$ cat src/rtl/acc_alu.sv
// acc_alu: WIDTH-bit accumulator ALU with carry/zero/overflow flags, a
// valid/ready request handshake and a multi-cycle shift-add multiply.
module acc_alu #(
  parameter int unsigned WIDTH = 8
) (
  input  logic             clk,
  input  logic             rst,
  input  logic             op_valid,
  output logic             op_ready,
  input  logic [3:0]       opcode,
  input  logic [WIDTH-1:0] A,
  output logic [WIDTH-1:0] C,
  output logic             carry,
  output logic             overflow,
  output logic             zero,
  output logic             busy,
  output logic             done
);

  localparam int unsigned CW  = $clog2(WIDTH);
  localparam int unsigned MSB = WIDTH - 1;

  typedef enum logic [3:0] {
    OP_NOOP  = 4'b0000,
    OP_RESET = 4'b0001,
    OP_LOAD  = 4'b0010,
    OP_ADD   = 4'b0101,
    OP_SUB   = 4'b0110,
    OP_ADDC  = 4'b0111,
    OP_MUL   = 4'b1000,
    OP_AND   = 4'b1001,
    OP_OR    = 4'b1010,
    OP_XOR   = 4'b1011,
    OP_NOT   = 4'b1100,
    OP_SHL   = 4'b1101,
    OP_SHR   = 4'b1110
  } op_t;

  typedef enum logic {
    S_IDLE,
    S_MUL
  } state_t;

  state_t             state;
  state_t             state_next;
  op_t                op;
  logic               accept;
  logic               mul_last;
  logic [2*WIDTH-1:0] mcand;
  logic [2*WIDTH-1:0] prod;
  logic [2*WIDTH-1:0] prod_step;
  logic [WIDTH-1:0]   mplier;
  logic [CW-1:0]      cnt;
  logic [WIDTH-1:0]   acc_next;
  logic               carry_next;
  logic               ovf_next;
  logic [WIDTH:0]     add_sum;
  logic [WIDTH:0]     addc_sum;
  logic [WIDTH-1:0]   sub_diff;

  assign op        = op_t'(opcode);
  assign busy      = (state == S_MUL);
  assign op_ready  = ~busy;
  assign accept    = op_valid && op_ready;
  assign zero      = (C == '0);
  assign mul_last  = (cnt == CW'(WIDTH - 1));
  assign prod_step = mplier[0] ? (prod + mcand) : prod;
  assign add_sum   = {1'b0, C} + {1'b0, A};
  assign addc_sum  = add_sum + {{WIDTH{1'b0}}, carry};
  assign sub_diff  = C - A;

  // Single-cycle result and flag update for the presented opcode.
  always_comb begin
    acc_next   = C;
    carry_next = carry;
    ovf_next   = overflow;
    case (op)
      OP_RESET: begin
        acc_next   = '0;
        carry_next = 1'b0;
        ovf_next   = 1'b0;
      end
      OP_LOAD: begin
        acc_next   = A;
        carry_next = 1'b0;
        ovf_next   = 1'b0;
      end
      OP_ADD: begin
        acc_next   = add_sum[WIDTH-1:0];
        carry_next = add_sum[WIDTH];
        ovf_next   = (C[MSB] == A[MSB]) && (add_sum[MSB] != C[MSB]);
      end
      OP_ADDC: begin
        acc_next   = addc_sum[WIDTH-1:0];
        carry_next = addc_sum[WIDTH];
        ovf_next   = (C[MSB] == A[MSB]) && (addc_sum[MSB] != C[MSB]);
      end
      OP_SUB: begin
        acc_next   = sub_diff;
        carry_next = (C >= A);
        ovf_next   = (C[MSB] != A[MSB]) && (sub_diff[MSB] != C[MSB]);
      end
      OP_AND: begin
        acc_next   = C & A;
        carry_next = 1'b0;
        ovf_next   = 1'b0;
      end
      OP_OR: begin
        acc_next   = C | A;
        carry_next = 1'b0;
        ovf_next   = 1'b0;
      end
      OP_XOR: begin
        acc_next   = C ^ A;
        carry_next = 1'b0;
        ovf_next   = 1'b0;
      end
      OP_NOT: begin
        acc_next = ~C;
        ovf_next = 1'b0;
      end
      OP_SHL: begin
        acc_next   = {C[WIDTH-2:0], 1'b0};
        carry_next = C[MSB];
        ovf_next   = 1'b0;
      end
      OP_SHR: begin
        acc_next   = {1'b0, C[WIDTH-1:1]};
        carry_next = C[0];
        ovf_next   = 1'b0;
      end
      default: ;
    endcase
  end

  // Multiply sequencing: enter on an accepted MUL, leave after WIDTH steps.
  always_comb begin
    state_next = state;
    case (state)
      S_IDLE:  if (accept && (op == OP_MUL)) state_next = S_MUL;
      S_MUL:   if (mul_last) state_next = S_IDLE;
      default: state_next = S_IDLE;
    endcase
  end

  // State register.
  always_ff @(posedge clk) begin
    if (rst) state <= S_IDLE;
    else     state <= state_next;
  end

  // Accumulator, flags, done pulse and shift-add multiplier datapath.
  // The final multiply step writes C from prod_step so the result lands on
  // the same edge as the last partial-product addition.
  always_ff @(posedge clk) begin
    if (rst) begin
      C        <= '0;
      carry    <= 1'b0;
      overflow <= 1'b0;
      done     <= 1'b0;
      mcand    <= '0;
      mplier   <= '0;
      prod     <= '0;
      cnt      <= '0;
    end else begin
      done <= 1'b0;
      if (accept) begin
        if (op == OP_MUL) begin
          mcand  <= {{WIDTH{1'b0}}, C};
          mplier <= A;
          prod   <= '0;
          cnt    <= '0;
        end else begin
          C        <= acc_next;
          carry    <= carry_next;
          overflow <= ovf_next;
          done     <= 1'b1;
        end
      end else if (busy) begin
        prod   <= prod_step;
        mcand  <= mcand << 1;
        mplier <= mplier >> 1;
        cnt    <= cnt + CW'(1);
        if (mul_last) begin
          C        <= prod_step[WIDTH-1:0];
          carry    <= |prod_step[2*WIDTH-1:WIDTH];
          overflow <= 1'b0;
          done     <= 1'b1;
        end
      end
    end
  end

endmodule

$ cat config.mk
export PLATFORM = sky130hd
export DESIGN_NAME = acc_alu
export DESIGN_NICKNAME = d
export VERILOG_FILES = /design/src/rtl/acc_alu.sv
export SDC_FILE = /design/constraint.sdc
export NUM_CORES = 1
export LEC_CHECK = 0
export CAP_MARGIN = 20
export CORE_UTILIZATION = 30
export DETAILED_ROUTE_END_ITERATION = 10
export PLACE_DENSITY_LB_ADDON = 0.1
export SKIP_LAST_GASP = 1
export SLEW_MARGIN = 20
export SYNTH_ARGS = -nofsm -noshare
export SYNTH_HDL_FRONTEND = slang
export SYNTH_SLANG_ARGS = --single-unit
$ cat constraint.sdc
create_clock -name clk -period 8.2 [get_ports clk]
set_input_delay 1.23 -clock clk [delete_from_list [all_inputs] [get_ports clk]]
set_output_delay 1.23 -clock clk [all_outputs]
set_load 0.005 [all_outputs]
== Word level (Yosys, flattened, before mapping) ==
Index checks and enable logic that the tools add are counted.
Word-level totals
  flip-flop bits (word level): 55
  input bits: 15
  logic and storage cells: 93
  output and inout port bits: 14
Operators by class
  order comparisons: 1
  bitwise gates (word level): 5
  reductions and logical operators: 15
  mux-type cells: 35
  eq/ne operators: 23
  add/subtract/negate cells: 5
Operators with widths (count)
  two-way mux 16 bit: 7
  case mux 8 bit (11 select lines): 1
  two-way mux 8 bit: 7
  == test 4 bit, second input constant: 7
  adder 16 bit: 1
  OR reduction 8 bit: 2
  two-way mux 1 bit: 14
  == test 4 x 3 -> 1 bit, second input constant: 3
  != test 12 x 1 -> 1 bit, second input constant: 1
  AND reduction 4 bit: 3
  adder 8 x 8 -> 9 bit: 1
  adder 9 x 1 -> 9 bit: 1
  two-way mux 3 bit: 3
  AND 8 bit: 1
  >= comparator 8 bit: 1
  logical NOT 8 bit: 1
  NOT 8 bit: 1
  bitwise OR 8 bit: 1
  subtractor 8 bit: 1
  bitwise XOR 8 bit: 1
  != test 7 x 2 -> 1 bit, second input constant: 1
  case mux 1 bit (6 select lines): 1
  logical AND 1 bit: 5
  != test 5 x 2 -> 1 bit, second input constant: 1
  other kinds (14): 18

== Depth between registers and ports, before layout ==
  depth after elaboration: 7
  gate-level depth with buffers: 12
  gate-level depth less buffers: 12

== Worst setup path before layout ==
Ideal clock, no wire load.
  path type: input port to flip-flop
  start: input A[0]
  end: register overflow
  data arrival time: 3527 ps
  stages on the path: 10
  slack: 4539 ps
  buffers on the path: 0
  setup time: 134 ps
  path through: ha_1 -> fa_1 -> a211o_1 -> a211o_1 -> a2111oi_2 -> and3_1 -> and3_1 -> xnor3_1 -> nand4_1 -> a31oi_1
On the way
  longest elaborated chain between the ends: 7
  elaborated cells on any way between the ends: 12
RTL lines
  start: declaration: line 11  | input logic [WIDTH-1:0] A,
  adder 8 x 8 -> 9 bit: line 68  | assign add_sum = {1'b0, C} + {1'b0, A};
  adder 9 x 1 -> 9 bit: line 69  | assign addc_sum = add_sum + {{WIDTH{1'b0}}, carry};
  != test 1 bit: line 96  | ovf_next = (C[MSB] == A[MSB]) && (addc_sum[MSB] != C[MSB]);
  logical AND 1 bit: line 96
  case mux 1 bit (4 select lines) *: line 77  | case (op)
  two-way mux 1 bit *: line 168  | if (op == OP_MUL) begin
  two-way mux 1 bit *: line 167  | if (accept) begin
  end signal: assignment: line 176  | overflow <= ovf_next;
  end: declaration: line 14  | output logic overflow,
Every way passes the cells marked *; elsewhere a longest branch is shown, timed or not. The select of a mux whose other input is x is not followed.
A chain may end at the register's enable or synchronous reset.

== Worst setup path in the final report ==
  start: input A[0]
  end: register C[7]
On the way
  longest elaborated chain between the ends: 5
  elaborated cells on any way between the ends: 6
RTL lines
  adder 8 x 8 -> 9 bit: line 68
  adder 9 x 1 -> 9 bit: line 69
  case mux 8 bit (11 select lines) *: line 77
  two-way mux 8 bit *: line 168
  two-way mux 8 bit *: line 167
  end signal: assignment: line 174  | C <= acc_next;
  end signal: assignment: line 185  | C <= prod_step[WIDTH-1:0];
  end: declaration: line 12  | output logic [WIDTH-1:0] C,
Marked as above.

==> summary.txt <==
Yosys
  • Synth cell types: 71
  • Post-synthesis cell count: 684
  • Yosys warning count: 0
  • Largest family of logic cells by synthesized area: compound AO/OA/AOI/OAI gates
  • Primary FF master, synth: dfxtp_1
  • Adder-Cell Fraction of Synth Area: 11.89%
  • Dominant cell type by area after synthesis: dfxtp_1
  • Syn Area/Cell: 7.352 µm²
  • Synth Area in Simple Gates: 23.64%
  • Number of synthesized flops with an enable pin: 0
  • Post-synth ARST share: 0%
  • XOR/XNOR Fraction of Synth Area: 4.105%
  • Mapped Nets: 745
  • Compound-Gate Fraction of Synth Area: 30.21%
  • Seq/Total Area, Yosys: 21.90%
  • FF+latch count, synth: 55
  • Mux cell area share after synthesis: 2.239%
  • Netlist Area Pre-Place: 0.005029 mm²
  • Synth area leaders: dfxtp_1, ha_1, nand2_1
  • Post-synth top area share: 21.90%

Final layout
  • Multi-input logic area: 0.003632 mm²
  • Nets: 745
  • # diodes: 0
  • Post-layout util: 34.73%
  • Fillcell total: 1,730
  • Share of post-route cells with drive strength above 1: 5.401%
  • FF/Latch Area: 0.001102 mm²
  • Area growth, synth to finish: 11.30%
  • Final Non-Filler Cells: 901

Routing
  • Antenna-violating nets left: 0
  • DR pass1 iterations: 5
  • Via/cell ratio: 5.659
  • Post-DR wirelength/cell: 18.60 µm
  • Final wirelength: 16.76 mm
  • DRC errors left: 0
  • 1st-iter DRT viols: 415
  • Via count: 5,099

Worst setup path
  • Buf/Inv on CP: 1
  • Slowest cell on crit path: clkdlybuf4s50_1
  • Startpoint types: input port
  • CP Class: input port to flop
  • Worst path max stage delay: 0.54 ns
  • Worst setup EP type: flop
  • Crit. Startpoint: A[0]
  • Critical Path RT: 8.43 ns
  • Cell chain of the critical path: clkdlybuf4s50_1 -> ha_1 -> fa_1 -> a211o_1 -> a211o_1 -> a2111oi_2 -> nand4_1 -> xor2_1 -> o221ai_1 -> a22oi_1 -> a211oi_2
  • Reg-to-Reg Start: busy
  • Most frequent CP cell: a211o_1
  • Top Family by Delay on Critical Path: compound AO/OA/AOI/OAI gates
  • CP Data Arrival Time: 4.54 ns
  • CP max FO: 5

Power and ir drop
  • Total power: 0.7274 mW
  • Max VDD drop: 82.66 µV
  • Power Density: 130.0 mW/mm²
  • Static leakage: 2.130 nW

Floorplanning
  • Core ar.: 0.01612 mm²
  • Height of the die: 131.5 µm
  • Initial Util: 31.20%
  • I/O pin cnt: 29
  • Die X: 131.5 µm
  • Rows: 46
  • Overall die area: 0.01728 mm²

Global routing
  • Vias in the first global route: 4,779
  • Global-route wire length before repair: 26.85 mm
  • Total GRT Usage: 19.39%
  • Total grt overflow: 0
  • Largest net degree at the start of global routing: 56
  • Initial antenna violation count: 0

STA
  • Clk_skew: 0.007032 ns
  • Slew Viols, Final: 0
  • Worst Tran Pin Value: 0.8610 ns
  • Final Hold Fails: 0
  • Endpoints failing setup: 0
  • Hold slack: 0.4783 ns
  • FMAX: 0.2317 GHz
  • RSZ-0062 raised after global routing: no
  • Setup TNS: 0 ns
  • Relative slew margins: 42.46%
  • Final min period: 4.315 ns
  • Period utilisation layout: 52.63%

Clocking
  • Post-CTS Setup Inserts: 0
  • TritonCTS clock tree: built
  • Max Root-Sink Buffers: 2
  • CTS Buf Count: 5
  • CTS resizes: 0
  • CTS sink count: 55
  • Clock root buffer: clkbuf_16
  • Skew-Pair Late Insertion Delay: 0.30 ns
  • H-tree levels: 2
  • Reg clk slew, reported paths: 0.08 ns
  • Hold Buf Count CTS: 0

Run status
  • Status: finished, final reports clean

Placed design
  • Port-buffer cells: 28
  • GP Congestion: 0.8937
  • Post-DP HPWL: 12.37 mm
  • Cells after DPL: 893

Flow run
  • Max-Cap Viols: 0

Hold path
  • Hold Path Class: flop to flop
  • Hold_sp: prod[0]
[registers in the layout, summed over array words and instances (netlist names)]
register  count
busy          1
carry         1
cnt           3
overflow      1
mcand        16
done          1
prod         16
C             8
mplier        8
[cell usage after synthesis, types with 5 or more instances]
master / number
nor2b_1: 10
a21oi_1: 59
inv_1: 30
clkbuf_1: 31
nand3_1: 16
xnor2_1: 13
nand4_1: 9
o31ai_1: 5
a31oi_1: 9
nor2_1: 81
nand2_1: 91
mux2i_1: 9
a211oi_1: 15
a22oi_1: 12
a221oi_1: 5
nand2b_1: 8
a311oi_1: 16
ha_1: 43
and2_1: 5
o211ai_1: 8
nor3_1: 14
xor2_1: 8
a21o_1: 7
dfxtp_1: 55
and3_1: 15
o21ai_0: 28
[worst min-delay path: stages, from the launching register on]
cell and delay, ns:
dfxtp_1 0.33, nand2_1 0.06, a21oi_1 0.05
[worst paths after layout]
kind	endpoint	slack [ns]	cells after the start
worst max register to register	C[5]	4.71	6
worst min register to register	prod[0]	0.48	2
worst min-delay path	prod[0]	0.48	2
worst max-delay path	C[7]	3.88	11
[per-layer routing]
layer | global-route usage (%) | vias to the layer above | part of all wire [%]
met5 | 0 | - | 0
met4 | 3.165 | 0 | 0.87
met3 | 2.276 | 17 | 5.5
met2 | 29.86 | 152 | 43
met1 | 28.95 | 2431 | 50
li1 | - | 2499 | -
[power breakdown]
| part | internal, mW | switching (mW) | leakage (nW) | total [mW] |
|---|---|---|---|---|
| Sequential | 0.275 | 0.0140 | 0.446 | 0.289 |
| Clock | 0.117 | 0.114 | 0.0723 | 0.231 |
| Combinational | 0.0800 | 0.128 | 1.61 | 0.208 |
| Total | 0.472 | 0.256 | 2.13 | 0.727 |
[layout by cell type (no fill, tap or decap), drive strengths merged, types with 3 or more instances in the layout]
cell           instances
a2111oi                5
a211oi                19
a21o                   8
a21oi                 59
a221oi                 5
a22oi                 12
a311oi                16
a31oi                  9
a32oi                  3
and2                   6
and3                  15
buf                    7
clkbuf                 5
clkdlybuf4s50         27
dfxtp                 55
fa                     3
ha                    43
inv                   32
mux2i                  9
nand2                 91
nand2b                 8
nand3                 16
nand4                  9
nor2                  81
nor2b                 10
nor3                  14
o211ai                 8
o21a                   4
o21ai                 31
o21bai                 3
o22ai                  4
o31a                   3
o31ai                  7
or3                    4
xnor2                 13
xor2                   8
[kinds of logic after synthesis]
family / Yosys count
flops: 55
simple gates: 262
compound gates: 216
fa+ha+maj: 46
mux: 11
buf+inv: 72
xor+xnor: 22
[per-stage QoR]
step / cell area (µm²) / worst slack (ns)
finish: 5597 / 3.885
floorplan: 5029 / 4.539
detailed placement: 5438 / 3.429
CTS: 5590 / 3.742
global placement: 5435 / 3.505
global route: 5597 / 3.733
[cell type report]
class / count / share of cell area [%]
clock buffer: 5 / 2.236
clock inverter: 3 / 0.4918
inverter: 31 / 2.079
multi-input combinational: 557 / 64.90
sequential: 55 / 19.70
tap: 216 / 4.829
timing repair buffer: 34 / 5.768
(Power assumes the default switching activity.)
